==> src/rtl/tmds_channel_decoder.sv <==
// TMDS channel decoder: character alignment via bitslip requests, then
// decode of control tokens and data characters for one DVI channel.
// Optional build macro: TMDS_ERRCNT_EN enables the illegal-character counter
// (err_count/err_clr); without it err_count is tied to zero.
module tmds_channel_decoder #(
  parameter int SEARCH_WINDOW = 2048,
  parameter int LOCK_RUN      = 8,
  parameter int SLIP_SETTLE   = 16,
  parameter int LOSS_WINDOW   = 4096
) (
  input  logic        clk_pixel,
  input  logic        reset,
  input  logic [9:0]  tmds_word,
  input  logic        err_clr,
  output logic        bitslip,
  output logic        locked,
  output logic        de,
  output logic [1:0]  ctrl,
  output logic [7:0]  data,
  output logic [15:0] err_count
);

  localparam int WIN_W  = $clog2(SEARCH_WINDOW + 1);
  localparam int RUN_W  = $clog2(LOCK_RUN + 1);
  localparam int SET_W  = $clog2(SLIP_SETTLE + 1);
  localparam int LOSS_W = $clog2(LOSS_WINDOW + 1);

  localparam logic [WIN_W-1:0]  WIN_LAST  = WIN_W'(SEARCH_WINDOW - 1);
  localparam logic [RUN_W-1:0]  RUN_LAST  = RUN_W'(LOCK_RUN - 1);
  localparam logic [SET_W-1:0]  SET_LAST  = SET_W'(SLIP_SETTLE - 1);
  localparam logic [LOSS_W-1:0] LOSS_LAST = LOSS_W'(LOSS_WINDOW - 1);

  typedef enum logic [1:0] {
    ST_SEARCH = 2'd0,
    ST_SETTLE = 2'd1,
    ST_LOCKED = 2'd2
  } state_t;

  // Undo transition minimisation (q[9] inversion, q[8] XOR/XNOR chain).
  function automatic logic [7:0] tmds_decode(input logic [9:0] q);
    logic [7:0] x;
    logic [7:0] d;
    x    = q[9] ? ~q[7:0] : q[7:0];
    d[0] = x[0];
    for (int i = 1; i < 8; i++) begin
      d[i] = q[8] ? (x[i] ^ x[i-1]) : ~(x[i] ^ x[i-1]);
    end
    return d;
  endfunction

`ifdef TMDS_ERRCNT_EN
  // Encoder picks XNOR (q[8]=0) for many ones, or exactly four with d[0]=0.
  function automatic logic tmds_q8_legal(input logic [9:0] q);
    logic [7:0] d;
    logic [3:0] ones;
    logic       use_xnor;
    d    = tmds_decode(q);
    ones = 4'd0;
    for (int i = 0; i < 8; i++) begin
      ones = ones + {3'd0, d[i]};
    end
    use_xnor = (ones > 4'd4) || ((ones == 4'd4) && (d[0] == 1'b0));
    return (q[8] == ~use_xnor);
  endfunction
`endif

  logic [9:0]        s1_word_r;
  logic              s1_token_r;
  logic [1:0]        s1_tok_ctrl_r;
  logic              tok_s;
  logic [1:0]        tok_ctrl_s;

  state_t            state_r, state_s;
  logic [WIN_W-1:0]  win_r, win_s;
  logic [RUN_W-1:0]  run_r, run_s;
  logic [SET_W-1:0]  settle_r, settle_s;
  logic [LOSS_W-1:0] loss_r, loss_s;
  logic              slip_s;

  logic              bitslip_r, locked_r, de_r;
  logic [1:0]        ctrl_r, ctrl_s;
  logic [7:0]        data_r, data_s;
  logic              de_s;
  logic [15:0]       err_r, err_s;
  logic              in_lock_s;

  // Recognise the four control tokens on the incoming word.
  always_comb begin
    tok_s      = 1'b0;
    tok_ctrl_s = 2'b00;
    case (tmds_word)
      10'h354: begin tok_s = 1'b1; tok_ctrl_s = 2'b00; end
      10'h0AB: begin tok_s = 1'b1; tok_ctrl_s = 2'b01; end
      10'h154: begin tok_s = 1'b1; tok_ctrl_s = 2'b10; end
      10'h2AB: begin tok_s = 1'b1; tok_ctrl_s = 2'b11; end
      default: begin tok_s = 1'b0; tok_ctrl_s = 2'b00; end
    endcase
  end

  // Stage 1: capture the word together with its classification.
  always_ff @(posedge clk_pixel) begin
    if (reset) begin
      s1_word_r     <= 10'd0;
      s1_token_r    <= 1'b0;
      s1_tok_ctrl_r <= 2'b00;
    end else begin
      s1_word_r     <= tmds_word;
      s1_token_r    <= tok_s;
      s1_tok_ctrl_r <= tok_ctrl_s;
    end
  end

  // Alignment FSM: next state, counters and the bitslip request.
  always_comb begin
    state_s  = state_r;
    win_s    = win_r;
    run_s    = run_r;
    settle_s = settle_r;
    loss_s   = loss_r;
    slip_s   = 1'b0;
    case (state_r)
      ST_SEARCH: begin
        win_s = win_r + WIN_W'(1);
        if (s1_token_r) begin
          run_s = run_r + RUN_W'(1);
        end else begin
          run_s = RUN_W'(0);
        end
        // A completed token run takes priority over an expiring window.
        if (s1_token_r && (run_r == RUN_LAST)) begin
          state_s = ST_LOCKED;
          loss_s  = LOSS_W'(0);
        end else if (win_r == WIN_LAST) begin
          state_s  = ST_SETTLE;
          slip_s   = 1'b1;
          settle_s = SET_W'(0);
        end else begin
          state_s = ST_SEARCH;
        end
      end
      ST_SETTLE: begin
        settle_s = settle_r + SET_W'(1);
        if (settle_r == SET_LAST) begin
          state_s = ST_SEARCH;
          win_s   = WIN_W'(0);
          run_s   = RUN_W'(0);
        end else begin
          state_s = ST_SETTLE;
        end
      end
      ST_LOCKED: begin
        if (s1_token_r) begin
          loss_s = LOSS_W'(0);
        end else begin
          loss_s = loss_r + LOSS_W'(1);
        end
        if (!s1_token_r && (loss_r == LOSS_LAST)) begin
          state_s = ST_SEARCH;
          win_s   = WIN_W'(0);
          run_s   = RUN_W'(0);
        end else begin
          state_s = ST_LOCKED;
        end
      end
      default: begin
        state_s  = ST_SEARCH;
        win_s    = WIN_W'(0);
        run_s    = RUN_W'(0);
        settle_s = SET_W'(0);
        loss_s   = LOSS_W'(0);
      end
    endcase
  end

  // Alignment FSM state and counter registers.
  always_ff @(posedge clk_pixel) begin
    if (reset) begin
      state_r  <= ST_SEARCH;
      win_r    <= WIN_W'(0);
      run_r    <= RUN_W'(0);
      settle_r <= SET_W'(0);
      loss_r   <= LOSS_W'(0);
    end else begin
      state_r  <= state_s;
      win_r    <= win_s;
      run_r    <= run_s;
      settle_r <= settle_s;
      loss_r   <= loss_s;
    end
  end

  // Stage 2 values: decode only while locked, otherwise force idle outputs.
  always_comb begin
    in_lock_s = (state_r == ST_LOCKED);
    de_s      = 1'b0;
    ctrl_s    = 2'b00;
    data_s    = 8'h00;
    if (!in_lock_s) begin
      de_s   = 1'b0;
      ctrl_s = 2'b00;
      data_s = 8'h00;
    end else if (s1_token_r) begin
      de_s   = 1'b0;
      ctrl_s = s1_tok_ctrl_r;
      data_s = 8'h00;
    end else begin
      de_s   = 1'b1;
      ctrl_s = ctrl_r;
      data_s = tmds_decode(s1_word_r);
    end
  end

`ifdef TMDS_ERRCNT_EN
  // Saturating illegal-character counter; a clear beats a coincident hit.
  always_comb begin
    err_s = err_r;
    if (err_clr) begin
      err_s = 16'h0000;
    end else if (in_lock_s && !s1_token_r && !tmds_q8_legal(s1_word_r) && (err_r != 16'hFFFF)) begin
      err_s = err_r + 16'h0001;
    end else begin
      err_s = err_r;
    end
  end
`else
  logic err_clr_unused_s;
  assign err_clr_unused_s = err_clr;

  // Counter disabled: hold at zero.
  always_comb begin
    err_s = 16'h0000;
  end
`endif

  // Stage 2: registered outputs.
  always_ff @(posedge clk_pixel) begin
    if (reset) begin
      bitslip_r <= 1'b0;
      locked_r  <= 1'b0;
      de_r      <= 1'b0;
      ctrl_r    <= 2'b00;
      data_r    <= 8'h00;
      err_r     <= 16'h0000;
    end else begin
      bitslip_r <= slip_s;
      locked_r  <= (state_s == ST_LOCKED);
      de_r      <= de_s;
      ctrl_r    <= ctrl_s;
      data_r    <= data_s;
      err_r     <= err_s;
    end
  end

  assign bitslip   = bitslip_r;
  assign locked    = locked_r;
  assign de        = de_r;
  assign ctrl      = ctrl_r;
  assign data      = data_r;
  assign err_count = err_r;

endmodule

==> config.mk <==
export PLATFORM = sky130hd
export DESIGN_NAME = tmds_channel_decoder
export DESIGN_NICKNAME = d
export VERILOG_FILES = /design/src/rtl/tmds_channel_decoder.sv
export SDC_FILE = /design/constraint.sdc
export NUM_CORES = 1
export LEC_CHECK = 0
export CAP_MARGIN = 20
export CORE_MARGIN = 2
export CORE_UTILIZATION = 45
export DETAILED_ROUTE_END_ITERATION = 8
export GPL_TIMING_DRIVEN = 0
export PLACE_DENSITY_LB_ADDON = 0.12
export REMOVE_ABC_BUFFERS = 1
export SLEW_MARGIN = 10
export SYNTH_ARGS = -nofsm -noshare
export SYNTH_HDL_FRONTEND = slang
export SYNTH_SLANG_ARGS = --single-unit
==> constraint.sdc <==
create_clock -name clk_pixel -period 1.8 [get_ports clk_pixel]
set_input_delay 0.18 -clock clk_pixel [delete_from_list [all_inputs] [get_ports clk_pixel]]
set_output_delay 0.18 -clock clk_pixel [all_outputs]
set_load 0.01 [all_outputs]
# After elaboration in Yosys (flattened, before gate mapping)
# Cells that the tools add are included.
[word_totals]
regBits = 62
in_bits = 13
output_inout_bits = 29
elab_cells = 92
[op_classes]
add_sub_neg = 4
n_eq_ne = 16
muxes = 30
n_bitwise = 18
n_reduce_logical = 11
[op_table]
columns = ["operator", "n"]
rows = [
  ["$pmux W13 S3", 1],
  ["$pmux W12 S3", 1],
  ["$mux W13", 2],
  ["$mux W12", 2],
  ["$eq A10 B10 Y1 const B", 2],
  ["$pmux W5 S3", 1],
  ["$add A13 B1 Y13 const B", 1],
  ["$eq A13 B12 Y1 const B", 1],
  ["$add A12 B1 Y12 const B", 1],
  ["$eq A12 B11 Y1 const B", 1],
  ["$mux W1", 12],
  ["$mux W4", 3],
  ["$pmux W2 S3", 2],
  ["$pmux W4 S3", 1],
  ["$eq A10 B8 Y1 const B", 1],
  ["$eq A10 B9 Y1 const B", 1],
  ["$mux W5", 2],
  ["$not A1 Y1", 10],
  ["$mux W8", 1],
  ["$ne A2 B2 Y1 const B", 4],
  ["$not A8 Y8", 1],
  ["$xor A1 B1 Y1", 7],
  ["$reduce_or A3 Y1", 2],
  ["$add A5 B1 Y5 const B", 1],
  ["14 further kinds", 18],
]

# Depth between registers and ports, before layout
# Gate-level depths: netlist (run 1).
[depth]
depth_word = 5
mapped_depth = 7
ltp_nobuf = 7

# Worst setup path before layout (run 1)
# No wires, ideal clock.
[synth_path]
path_kind = "register to register"
start = "register settle_r[0]"
end = "register win_r[6]"
setup_ns = 0.091
arrival_ns = 1.596
t_required_ns = 1.709
path_slack_ns = 0.113
stages_incl_launch_ff = 8
n_path_buf = 1
period_less_slack_ns = 1.687
cell_sequence = "dfxtp_1 ha_1 and3_1 ha_1 o22ai_1 nor2_2 buf_4 a311oi_1"
[synth_between]
elab_chain_cells = 3
[synth_lines]
columns = ["element", "line_no", "text"]
rows = [
  ["start: declaration", "76", "logic [SET_W-1:0] settle_r, settle_s;"],
  ["start signal: assignment", "187", "settle_r <= settle_s;"],
  ["$eq A5 B4 Y1", "143", "if (settle_r == SET_LAST) begin"],
  ["$ne A2 B2 Y1 (no source line)", "--", ""],
  ["$reduce_and A2 Y1 (no source line)", "--", ""],
  ["end signal: assignment", "185", "win_r <= win_s;"],
  ["end: declaration", "74", "logic [WIN_W-1:0] win_r, win_s;"],
]
# Every way passes these cells.
# A chain may end at the register's enable or synchronous reset.

# Worst setup path in the final report (run 1)
[layout_path]
start = "register run_r[0]"
end = "register settle_r[3]"
[layout_between]
elab_chain_cells = 4
[layout_lines]
columns = ["element", "line_no", "text"]
rows = [
  ["start: declaration", "75", "logic [RUN_W-1:0] run_r, run_s;"],
  ["start signal: assignment", "186", "run_r <= run_s;"],
  ["$eq A4 B3 Y1", "130", "if (s1_token_r && (run_r == RUN_LAST)) begin"],
  ["$logic_and A1 B1 Y1", "130", ""],
  ["$ne A2 B2 Y1 (no source line)", "--", ""],
  ["$reduce_and A3 Y1 (no source line)", "--", ""],
]
# Every way passes these cells.

==> results.sh, run 1 <==
export IMPL_cts_num_sinks=62
export IMPL_rrSetupSlack_ps=80
export IMPL_fillers=584
export IMPL_yosys_area_top_type="dfxtp_1"
export IMPL_p_per_area_mw_per_mm2=831
export IMPL_port_buffers=24
export IMPL_synthFlopType="dfxtp_1"
export IMPL_ys_ff_latch=62
export IMPL_cp_arrival_ps=1890
export IMPL_synth_area_mm2=0.00290
export IMPL_cts_htree_levels=3
export IMPL_syn2layout_area_growth_pct=17.0
export IMPL_timing_rr_end="settle_r[3]"
export IMPL_clock_latency_ps=330
export IMPL_grt_pass1_vias=2086
export IMPL_r2r_cells=5
export IMPL_finalMaxSlewViolations=0
export IMPL_finalCriticalPeriod_ps=1720
export IMPL_dp_slack_ps=-290
export IMPL_wl_per_cell_um=13.4
export IMPL_min_path_type="input port to register"
export IMPL_top_layer_used="met4"
export IMPL_synth_edf_count=0
export IMPL_relSlewSlack_pct=44.0
export IMPL_finClkSkew_ps=6.09
export IMPL_clock_path_buffers=2
export IMPL_tightest_slew_ps=840
export IMPL_max_cap_violations=0
export IMPL_dieArea_mm2=0.00710
export IMPL_wl_um=5660
export IMPL_drt_pre_antenna_iters=4
export IMPL_reg2reg_from="run_r[0]"
export IMPL_yosysWarningCount=0
export IMPL_antenna_found_initial=0
export IMPL_crit_chain="ha_1, and4b_2, or4_1, o211ai_1, a21oi_1"
export IMPL_vias=2338
export IMPL_holdWs_ps=423
export IMPL_diodes=0
export IMPL_wl_met2_um=2590
export IMPL_grt_first_pass_wirelength_um=9670
export IMPL_drc_errors=0
export IMPL_critPathMaxStageDelay_ps=450
export IMPL_setup_viol=0
export IMPL_p_total_uw=2820
export IMPL_nNetsFinal=359
export IMPL_crit_path_max_fanout=5
export IMPL_via_per_inst=5.54
export IMPL_gp_congestion=0.809
export IMPL_synth_top_area_share_pct=42.8
export IMPL_seq_area_frac_synth_pct=42.8
export IMPL_ir_worst_vdd_uv=409
export IMPL_clkTransAtPathRegs_ps=70
export IMPL_rsz0062_at_grt="yes"
export IMPL_num_rows=29
export IMPL_grt_usage_pct=16.7
export IMPL_grt_max_degree=48
export IMPL_layout_worst_path_cycle_share_pct=95.3
export IMPL_die_w_um=84.2
export IMPL_wl_met3_um=314
export IMPL_cts_tree="built"
export IMPL_cts_hold_buf=0
export IMPL_endpoint="settle_r[3]"
export IMPL_ys_types=57
export IMPL_timing_fmax_mhz=583
export IMPL_async_flop_share_pct=0
export IMPL_path_class="register to register"
export IMPL_layout_drive_gt1_share_pct=11.6
export IMPL_die_y_um=84.2
export IMPL_synthCells=323
export IMPL_wl_met1_um=2660
export IMPL_cp_startpoint="run_r[0]"
export IMPL_netlist_top_cells_area="dfxtp_1 43%, buf_4 4.4%, xnor2_1 4.2%"
export IMPL_worstPathRequired_ps=1970
export IMPL_dpl_cell_area_mm2=0.00307
export IMPL_coreArea_mm2=0.00628
export IMPL_ant_nets=0
export IMPL_setup_ws_ps=84.5
export IMPL_post_route_cell_area_mm2=0.00339
export IMPL_dr_first_iter_drc_count=146
export IMPL_syn_area_per_cell_um2=8.97
export IMPL_dpl_hpwl_um=3810
export IMPL_gr_total_overflow=0
export IMPL_seqCellArea_mm2=0.00125
export IMPL_hold_viol=0
export IMPL_crit_path_start_kind="register"
export IMPL_numCtsBuffers=9
export IMPL_setup_worst_path_end_class="register"
export IMPL_start_util_pct=46.2
export IMPL_p_leak_uw=0.00118
export IMPL_multi_input_area_mm2=0.00157
export IMPL_cp_slowest_cell="or4_1"
export IMPL_status="complete, no violations"
export IMPL_ios=42
export IMPL_ctsRootBufferMaster="clkbuf_8"
critical path, delay by kind of cell, from the launching register on:
kind	cells	cell delay, ps
AOI/OAI and AO/OA	2	270
adders and majority gates	1	230
DFF	1	330
and+or+nand+nor	2	730
worst min-delay path by stage:
stage,start,end,slack (ps),cells after the start
6_report,tmds_word[9],s1_tok_ctrl_r[1],420,2
5_1_grt,tmds_word[9],s1_tok_ctrl_r[1],420,2
4_1_cts,tmds_word[9],s1_tok_ctrl_r[1],410,2
3_5_place_dp,settle_r[4],settle_r[4],460,1
3_3_place_gp,s1_tok_ctrl_r[0],ctrl[0],450,2
2_1_floorplan,reset,loss_r[5],250,1
area by class of cell:
class                           count  area share, %
Clock buffer                       10           3.76
Clock inverter                      5           2.21
Inverter                            5          0.664
Multi-Input combinational cell    238           46.2
Sequential cell                    62           36.8
Tap cell                           77           2.84
Timing Repair Buffer               25           7.53
kinds of logic (layout without fill, tap and decap cells):
group,after synthesis,count (layout),share of synthesized area [%]
compound gates,75,75,17.6
xor+xnor,15,15,4.53
fa+ha+maj,5,5,2.16
buf+inv,38,45,8.07
flops,62,62,42.8
mux,5,5,1.77
other cells,1,16,0.129
simple gates,122,122,22.9
through the flow:
| step | cells | utilization (%) | TNS (ps) |
|---|---|---|---|
| 6_report | 422 | 54.0 | 0 |
| 2_1_floorplan | 305 | - | 0 |
| 5_1_grt | 422 | 54.0 | -16.6 |
| 4_1_cts | 422 | 53.0 | 0 |
| 3_5_place_dp | 406 | 48.9 | -3170 |
| 3_3_place_gp | 406 | 49.0 | -31150 |
synth_stat cells (all sizes together), types with 2 or more instances:
| cell | n |
|---|---|
| a31oi | 6 |
| a211oi | 2 |
| nor2 | 31 |
| xnor2 | 14 |
| o22ai | 4 |
| o32ai | 2 |
| nand4 | 5 |
| ha | 5 |
| or3 | 7 |
| and3 | 4 |
| nand3 | 13 |
| nor4 | 3 |
| nand2 | 14 |
| buf | 23 |
| and2 | 2 |
| o31ai | 2 |
| nor2b | 11 |
| a22o | 2 |
| or2 | 3 |
| inv | 4 |
| nor3 | 4 |
| and4 | 2 |
| a311oi | 9 |
| a21oi | 21 |
| o21ai | 10 |
| clkbuf | 10 |
| nand2b | 13 |
| a41oi | 3 |
| or4 | 2 |
| o211ai | 4 |
| dfxtp | 62 |
| nand4b | 3 |
| a31o | 2 |
| a21o | 2 |
| mux2i | 4 |
state kept, by name, summed over array words and instances (netlist names), 2 cells and up:
name	flops
state_r	2
run_r	4
ctrl	2
s1_tok_ctrl_r	2
settle_r	5
data	8
s1_word_r	10
loss_r	13
win_r	12
placed cells by master, fill, tap and decap left out, drive strengths merged, types with 3 or more instances in the layout:
| master | netlist | final |
|---|---|---|
| inv | 4 | 4 |
| o211ai | 4 | 4 |
| o22ai | 4 | 4 |
| clkdlybuf4s50 | 0 | 23 |
| ha | 5 | 5 |
| a311oi | 9 | 9 |
| nand3 | 13 | 13 |
| nand4 | 5 | 5 |
| xnor2 | 14 | 14 |
| clkbuf | 10 | 10 |
| dfxtp | 62 | 62 |
| nand4b | 3 | 3 |
| a41oi | 3 | 3 |
| and3 | 4 | 4 |
| or3 | 7 | 7 |
| mux2i | 4 | 4 |
| a31oi | 6 | 6 |
| conb | 1 | 16 |
| a21oi | 21 | 21 |
| nand2b | 13 | 13 |
| nor3 | 4 | 4 |
| nor2 | 31 | 31 |
| nand2 | 14 | 14 |
| nor4 | 3 | 3 |
| or2 | 3 | 3 |
| nor2b | 11 | 11 |
| o21ai | 10 | 10 |
| clkinv | 1 | 3 |
where the power goes:
group	internal [uW]	switching (uW)
Clock	765	499
Sequential	1390	20.9
Combinational	66.4	71.2
timing repair:
item                                    4_1_cts  5_1_grt
setup buffers                                 1        0
endpoints found under the setup margin       18       22
resized for setup                             6       17
pin swaps                                     2        0
layer usage:
metal  global-route usage [%]  vias up
met3                     4.23       10
met5                        0        -
li1                         -     1177
met4                     7.04        0
met1                     22.2     1079
met2                     26.0       72
Note: power is estimated with default switching activity, not from simulation.
==> run 2, diff against run 1 <==
Settings changed: CORE_UTILIZATION 45 to 40.
==> run 2 against run 1 <==
  * Largest cell class unchanged
  * Cell count up 6.2%
  * Clock power up 8%
  * Total power up 3.1%
  * Clock skew about the same
  * Utilization down 5.7 points
  * Critical endpoint is now win_r[6]
  * Largest power group unchanged
==> results.sh, run 2 (synthesis results as in run 1) <==
export IMPL_gr_total_overflow=0
export IMPL_reg2reg_from="settle_r[0]"
export IMPL_largest_reg_flops=13
export IMPL_grt_max_degree=48
export IMPL_syn2layout_area_growth_pct=19.0
export IMPL_finClkSkew_ps=6.45
export IMPL_coreArea_mm2=0.00714
export IMPL_layout_drive_gt1_share_pct=13.5
export IMPL_num_rows=31
export IMPL_grt_pass1_vias=2104
export IMPL_wl_um=5750
export IMPL_post_route_cell_area_mm2=0.00345
export IMPL_diodes=0
export IMPL_p_leak_uw=0.00118
export IMPL_layout_common_cells="55 x dfxtp_1, 29 x nor2_1, 23 x clkdlybuf4s50_1"
export IMPL_nNetsFinal=362
export IMPL_hold_path_endpoint="s1_tok_ctrl_r[1]"
export IMPL_fin_cells=448
export IMPL_max_cap_violations=0
export IMPL_cp_arrival_ps=1960
export IMPL_finalSetupTns_ps=0
export IMPL_fillers=731
export IMPL_crit_path_start_kind="register"
export IMPL_rsz0062_at_grt="no"
export IMPL_via_per_inst=5.16
export IMPL_ir_worst_vdd_uv=454
export IMPL_numCtsBuffers=9
export IMPL_ios=42
export IMPL_wl_per_cell_um=12.8
export IMPL_dpl_cell_area_mm2=0.00310
export IMPL_reg_top3="loss_r: 13 flops, win_r: 12 flops, s1_word_r: 10 flops"
export IMPL_clock_latency_ps=340
export IMPL_relSlewSlack_pct=44.2
export IMPL_crit_path_max_fanout=4
export IMPL_rrSetupSlack_ps=90
export IMPL_dr_first_iter_drc_count=74
export IMPL_finalMaxSlewViolations=0
export IMPL_timing_fmax_mhz=585
export IMPL_setup_viol=0
export IMPL_hold_depth=2
export IMPL_cts_hold_buf=0
export IMPL_ctsRootBufferMaster="clkbuf_8"
export IMPL_min_path_type="input port to register"
export IMPL_utilization_pct=48.3
export IMPL_gp_congestion=0.733
export IMPL_r2r_cells=7
export IMPL_setup_worst_path_end_class="register"
export IMPL_drt_pre_antenna_iters=4
export IMPL_grt_first_pass_wirelength_um=9800
export IMPL_grt_usage_pct=16.0
export IMPL_cts_num_sinks=62
export IMPL_layout_worst_path_cycle_share_pct=94.9
export IMPL_dp_cells=428
export IMPL_hp_start="tmds_word[9]"
export IMPL_finalCriticalPeriod_ps=1710
export IMPL_dieArea_mm2=0.00794
export IMPL_vias=2313
export IMPL_antenna_found_initial=0
export IMPL_max_flop_register="loss_r"
export IMPL_tightest_slew_ps=837
export IMPL_drc_errors=0
export IMPL_clkTransAtPathRegs_ps=70
export IMPL_hold_viol=0
export IMPL_cts_htree_levels=3
export IMPL_layout_commonest_cell="dfxtp_1"
export IMPL_dpl_hpwl_um=3850
export IMPL_cts_tree="built"
export IMPL_start_util_pct=40.6
export IMPL_die_y_um=89.1
export IMPL_worstPathRequired_ps=2050
export IMPL_ant_nets=0
export IMPL_port_buffers=24
export IMPL_path_class="register to register"
export IMPL_clock_path_buffers=2
export IMPL_die_w_um=89.1
export IMPL_status="complete, no violations"
export IMPL_timing_rr_end="win_r[6]"
export IMPL_p_per_area_mw_per_mm2=842
-- run 2: worst max-delay path: stages, from the launching register on --
cell	delay, ps
dfxtp_2	340
ha_1	210
and3_1	190
ha_2	210
o22ai_4	230
nor2_4	60
buf_4	150
a311oi_2	230
-- run 2: worst max-delay path by stage --
stage                     cells after the start         end   startpoint
after floorplan                               5    win_r[2]    loss_r[0]
after global routing                          7    win_r[6]  settle_r[0]
after detailed placement                      5    win_r[2]    loss_r[0]
after global placement                        4  loss_r[11]        reset
after CTS                                     7    win_r[2]  settle_r[0]
final                                         7    win_r[6]  settle_r[0]
-- run 2: through the flow --
step | worst slack (ps) | total power [uW] | hold slack (ps)
2_1_floorplan | 118 | 1520 | 249
3_3_place_gp | -1040 | 1580 | 448
3_5_place_dp | -254 | 1580 | 455
4_1_cts | -7.20 | 2940 | 401
5_1_grt | 1.67 | 3020 | 424
6_report | 91.0 | 2900 | 412
-- run 2: power breakdown --
part / leakage (uW) / switching, uW / internal, uW
Clock: 0.000109 / 574 / 783
Combinational: 0.000569 / 69.5 / 66.4
Sequential: 0.000506 / 19.3 / 1390
Total: 0.00118 / 663 / 2240
-- run 2: timing repair --
action / CTS / global route
resized for setup: 7 / 18
endpoints found under the setup margin: 20 / 29
pin swaps: 1 / 2
setup buffers: 3 / 1
-- run 2: area by class of cell --
type | count | area, um^2 | share of cell area [%]
Timing Repair Buffer | 28 | 265 | 7.69
Sequential cell | 62 | 1250 | 36.2
Clock buffer | 9 | 124 | 3.59
Multi-Input combinational cell | 238 | 1560 | 45.4
Tap cell | 99 | 124 | 3.59
Clock inverter | 7 | 98.8 | 2.87
Inverter | 5 | 22.5 | 0.653
-- run 2: per-layer routing --
| metal | track usage, % | wire length (um) |
|---|---|---|
| met1 | 21.2 | 2860 |
| met2 | 24.7 | 2530 |
| met3 | 3.05 | 226 |
| met4 | 8.55 | 137 |
| met5 | 0 | 0 |
==> run 3, diff against run 2 <==
Settings changed: SLEW_MARGIN 10 to 15.
==> run 3 against run 2 <==
  * Clock power is 11% higher
  * Worst hold slack got worse by 310 ps
  * Sequential power hardly changed
  * Sequential share of layout area decreased by 0.64 points
  * Count of clock-buffer cells in the layout is the same
  * Via count about the same
  * Die area stayed put
  * Cell count unchanged
  * First-iteration DRC count up 15%
  * Register-to-register slack about the same
  * Routed wire length down 1.5%
  * Combinational power is 4% higher
  * Largest cell class unchanged
  * Largest power group is now the clock network
==> results.sh, run 3 (synthesis results as in run 1) <==
export IMPL_r2r_cells=6
export IMPL_grt_first_pass_wirelength_um=9430
export IMPL_hold_depth=2
export IMPL_clock_latency_ps=340
export IMPL_dpl_cell_area_mm2=0.00312
export IMPL_dp_slack_ps=-256
export IMPL_top_layer_used="met4"
export IMPL_clkTransAtPathRegs_ps=70
export IMPL_ant_nets=0
export IMPL_wl_um=5670
export IMPL_setup_worst_path_end_class="register"
export IMPL_cp_startpoint="loss_r[0]"
export IMPL_grt_max_degree=42
export IMPL_vias=2312
export IMPL_utilization_pct=49.1
export IMPL_coreArea_mm2=0.00714
export IMPL_path_class="register to register"
export IMPL_antenna_found_initial=0
export IMPL_min_path_type="input port to register"
export IMPL_setup_ws_ps=97.3
export IMPL_hold_viol=0
export IMPL_gp_congestion=0.733
export IMPL_crit_path_max_fanout=7
export IMPL_grt_pass1_vias=2049
export IMPL_clock_path_buffers=2
export IMPL_hp_start="reset"
export IMPL_wl_met3_um=256
export IMPL_cts_num_sinks=62
export IMPL_wl_per_cell_um=12.6
export IMPL_dieArea_mm2=0.00794
export IMPL_post_route_cell_area_mm2=0.00350
export IMPL_finClkSkew_ps=6.95
export IMPL_numCtsBuffers=9
export IMPL_finalCriticalPeriod_ps=1700
export IMPL_max_cap_violations=0
export IMPL_ctsRootBufferMaster="clkbuf_8"
export IMPL_finalMaxSlewViolations=0
export IMPL_layout_drive_gt1_share_pct=12.9
export IMPL_timing_rr_end="win_r[6]"
export IMPL_rrSetupSlack_ps=100
export IMPL_status="complete, no violations"
export IMPL_num_rows=31
export IMPL_largest_reg_flops=13
export IMPL_hold_path_endpoint="s1_word_r[5]"
export IMPL_p_per_area_mw_per_mm2=874
export IMPL_timing_fmax_mhz=587
export IMPL_crit_path_start_kind="register"
export IMPL_setup_viol=0
export IMPL_worstPathRequired_ps=2010
export IMPL_rsz0062_at_grt="no"
export IMPL_port_buffers=24
export IMPL_die_w_um=89.1
export IMPL_cp_arrival_ps=1910
export IMPL_cts_tree="built"
export IMPL_gr_total_overflow=0
export IMPL_reg2reg_from="loss_r[0]"
export IMPL_finalSetupTns_ps=0
export IMPL_drc_errors=0
export IMPL_ios=42
export IMPL_max_flop_register="loss_r"
export IMPL_layout_commonest_cell="dfxtp_1"
export IMPL_die_y_um=89.1
export IMPL_syn2layout_area_growth_pct=20.9
export IMPL_layout_worst_path_cycle_share_pct=94.6
export IMPL_cts_hold_buf=0
export IMPL_wl_met1_um=2780
export IMPL_p_leak_uw=0.00121
export IMPL_reg_top3="loss_r: 13 flops, win_r: 12 flops, s1_word_r: 10 flops"
export IMPL_dr_first_iter_drc_count=85
export IMPL_nNetsFinal=362
export IMPL_ir_worst_vdd_uv=423
export IMPL_via_per_inst=5.16
export IMPL_cts_htree_levels=3
export IMPL_grt_usage_pct=15.4
export IMPL_wl_met2_um=2490
export IMPL_dpl_hpwl_um=3830
export IMPL_diodes=0
export IMPL_drt_pre_antenna_iters=4
export IMPL_start_util_pct=40.6
export IMPL_layout_common_cells="57 x dfxtp_1, 29 x nor2_1, 23 x clkdlybuf4s50_1"
[run 3: cell type report]
type | count | area [um^2]
fillers | 716 | 3630
multi-input cells | 238 | 1570
flip-flops and latches | 62 | 1250
repair buffers | 28 | 290
clock buffers | 9 | 124
well taps | 99 | 124
clock inverters | 7 | 123
inverters | 5 | 22.5
[run 3: per-stage QoR]
step | power, uW | cells | hold WS (ps)
2_1_floorplan | 1520 | 305 | 249
3_3_place_gp | 1580 | 428 | 448
3_5_place_dp | 1580 | 429 | 455
4_1_cts | 3100 | 447 | 91.6
5_1_grt | 3160 | 448 | 116
6_report | 3060 | 448 | 104
[run 3: worst max-delay path: stages (launching register included)]
cell	delay (ps)
dfxtp_1	390
ha_2	240
nand3_4	120
o311a_4	440
nor2_4	140
buf_4	150
a311oi_2	90
[run 3: worst max path at each step]
stage | to | depth (start not counted)
2_1_floorplan | win_r[2] | 5
3_3_place_gp | loss_r[11] | 4
3_5_place_dp | win_r[10] | 5
4_1_cts | win_r[2] | 7
5_1_grt | win_r[6] | 5
6_report | win_r[6] | 6
[run 3: per-layer routing]
metal,vias to the layer above,track usage [%]
met5,-,0
met4,0,8.14
met2,54,24.0
met3,13,3.05
met1,1060,20.1
li1,1185,-
[run 3: what timing repair did]
item                       4_1_cts  5_1_grt
gates resized for setup          7       17
pin swaps                        1        2
buffers inserted                 2        1
setup endpoints to repair       17       24
[run 3: power breakdown]
| part | leakage, uW | switching, uW | internal [uW] |
|---|---|---|---|
| Clock | 0.000116 | 583 | 923 |
| Combinational | 0.000585 | 70.8 | 71.5 |
| Sequential | 0.000505 | 19.3 | 1390 |
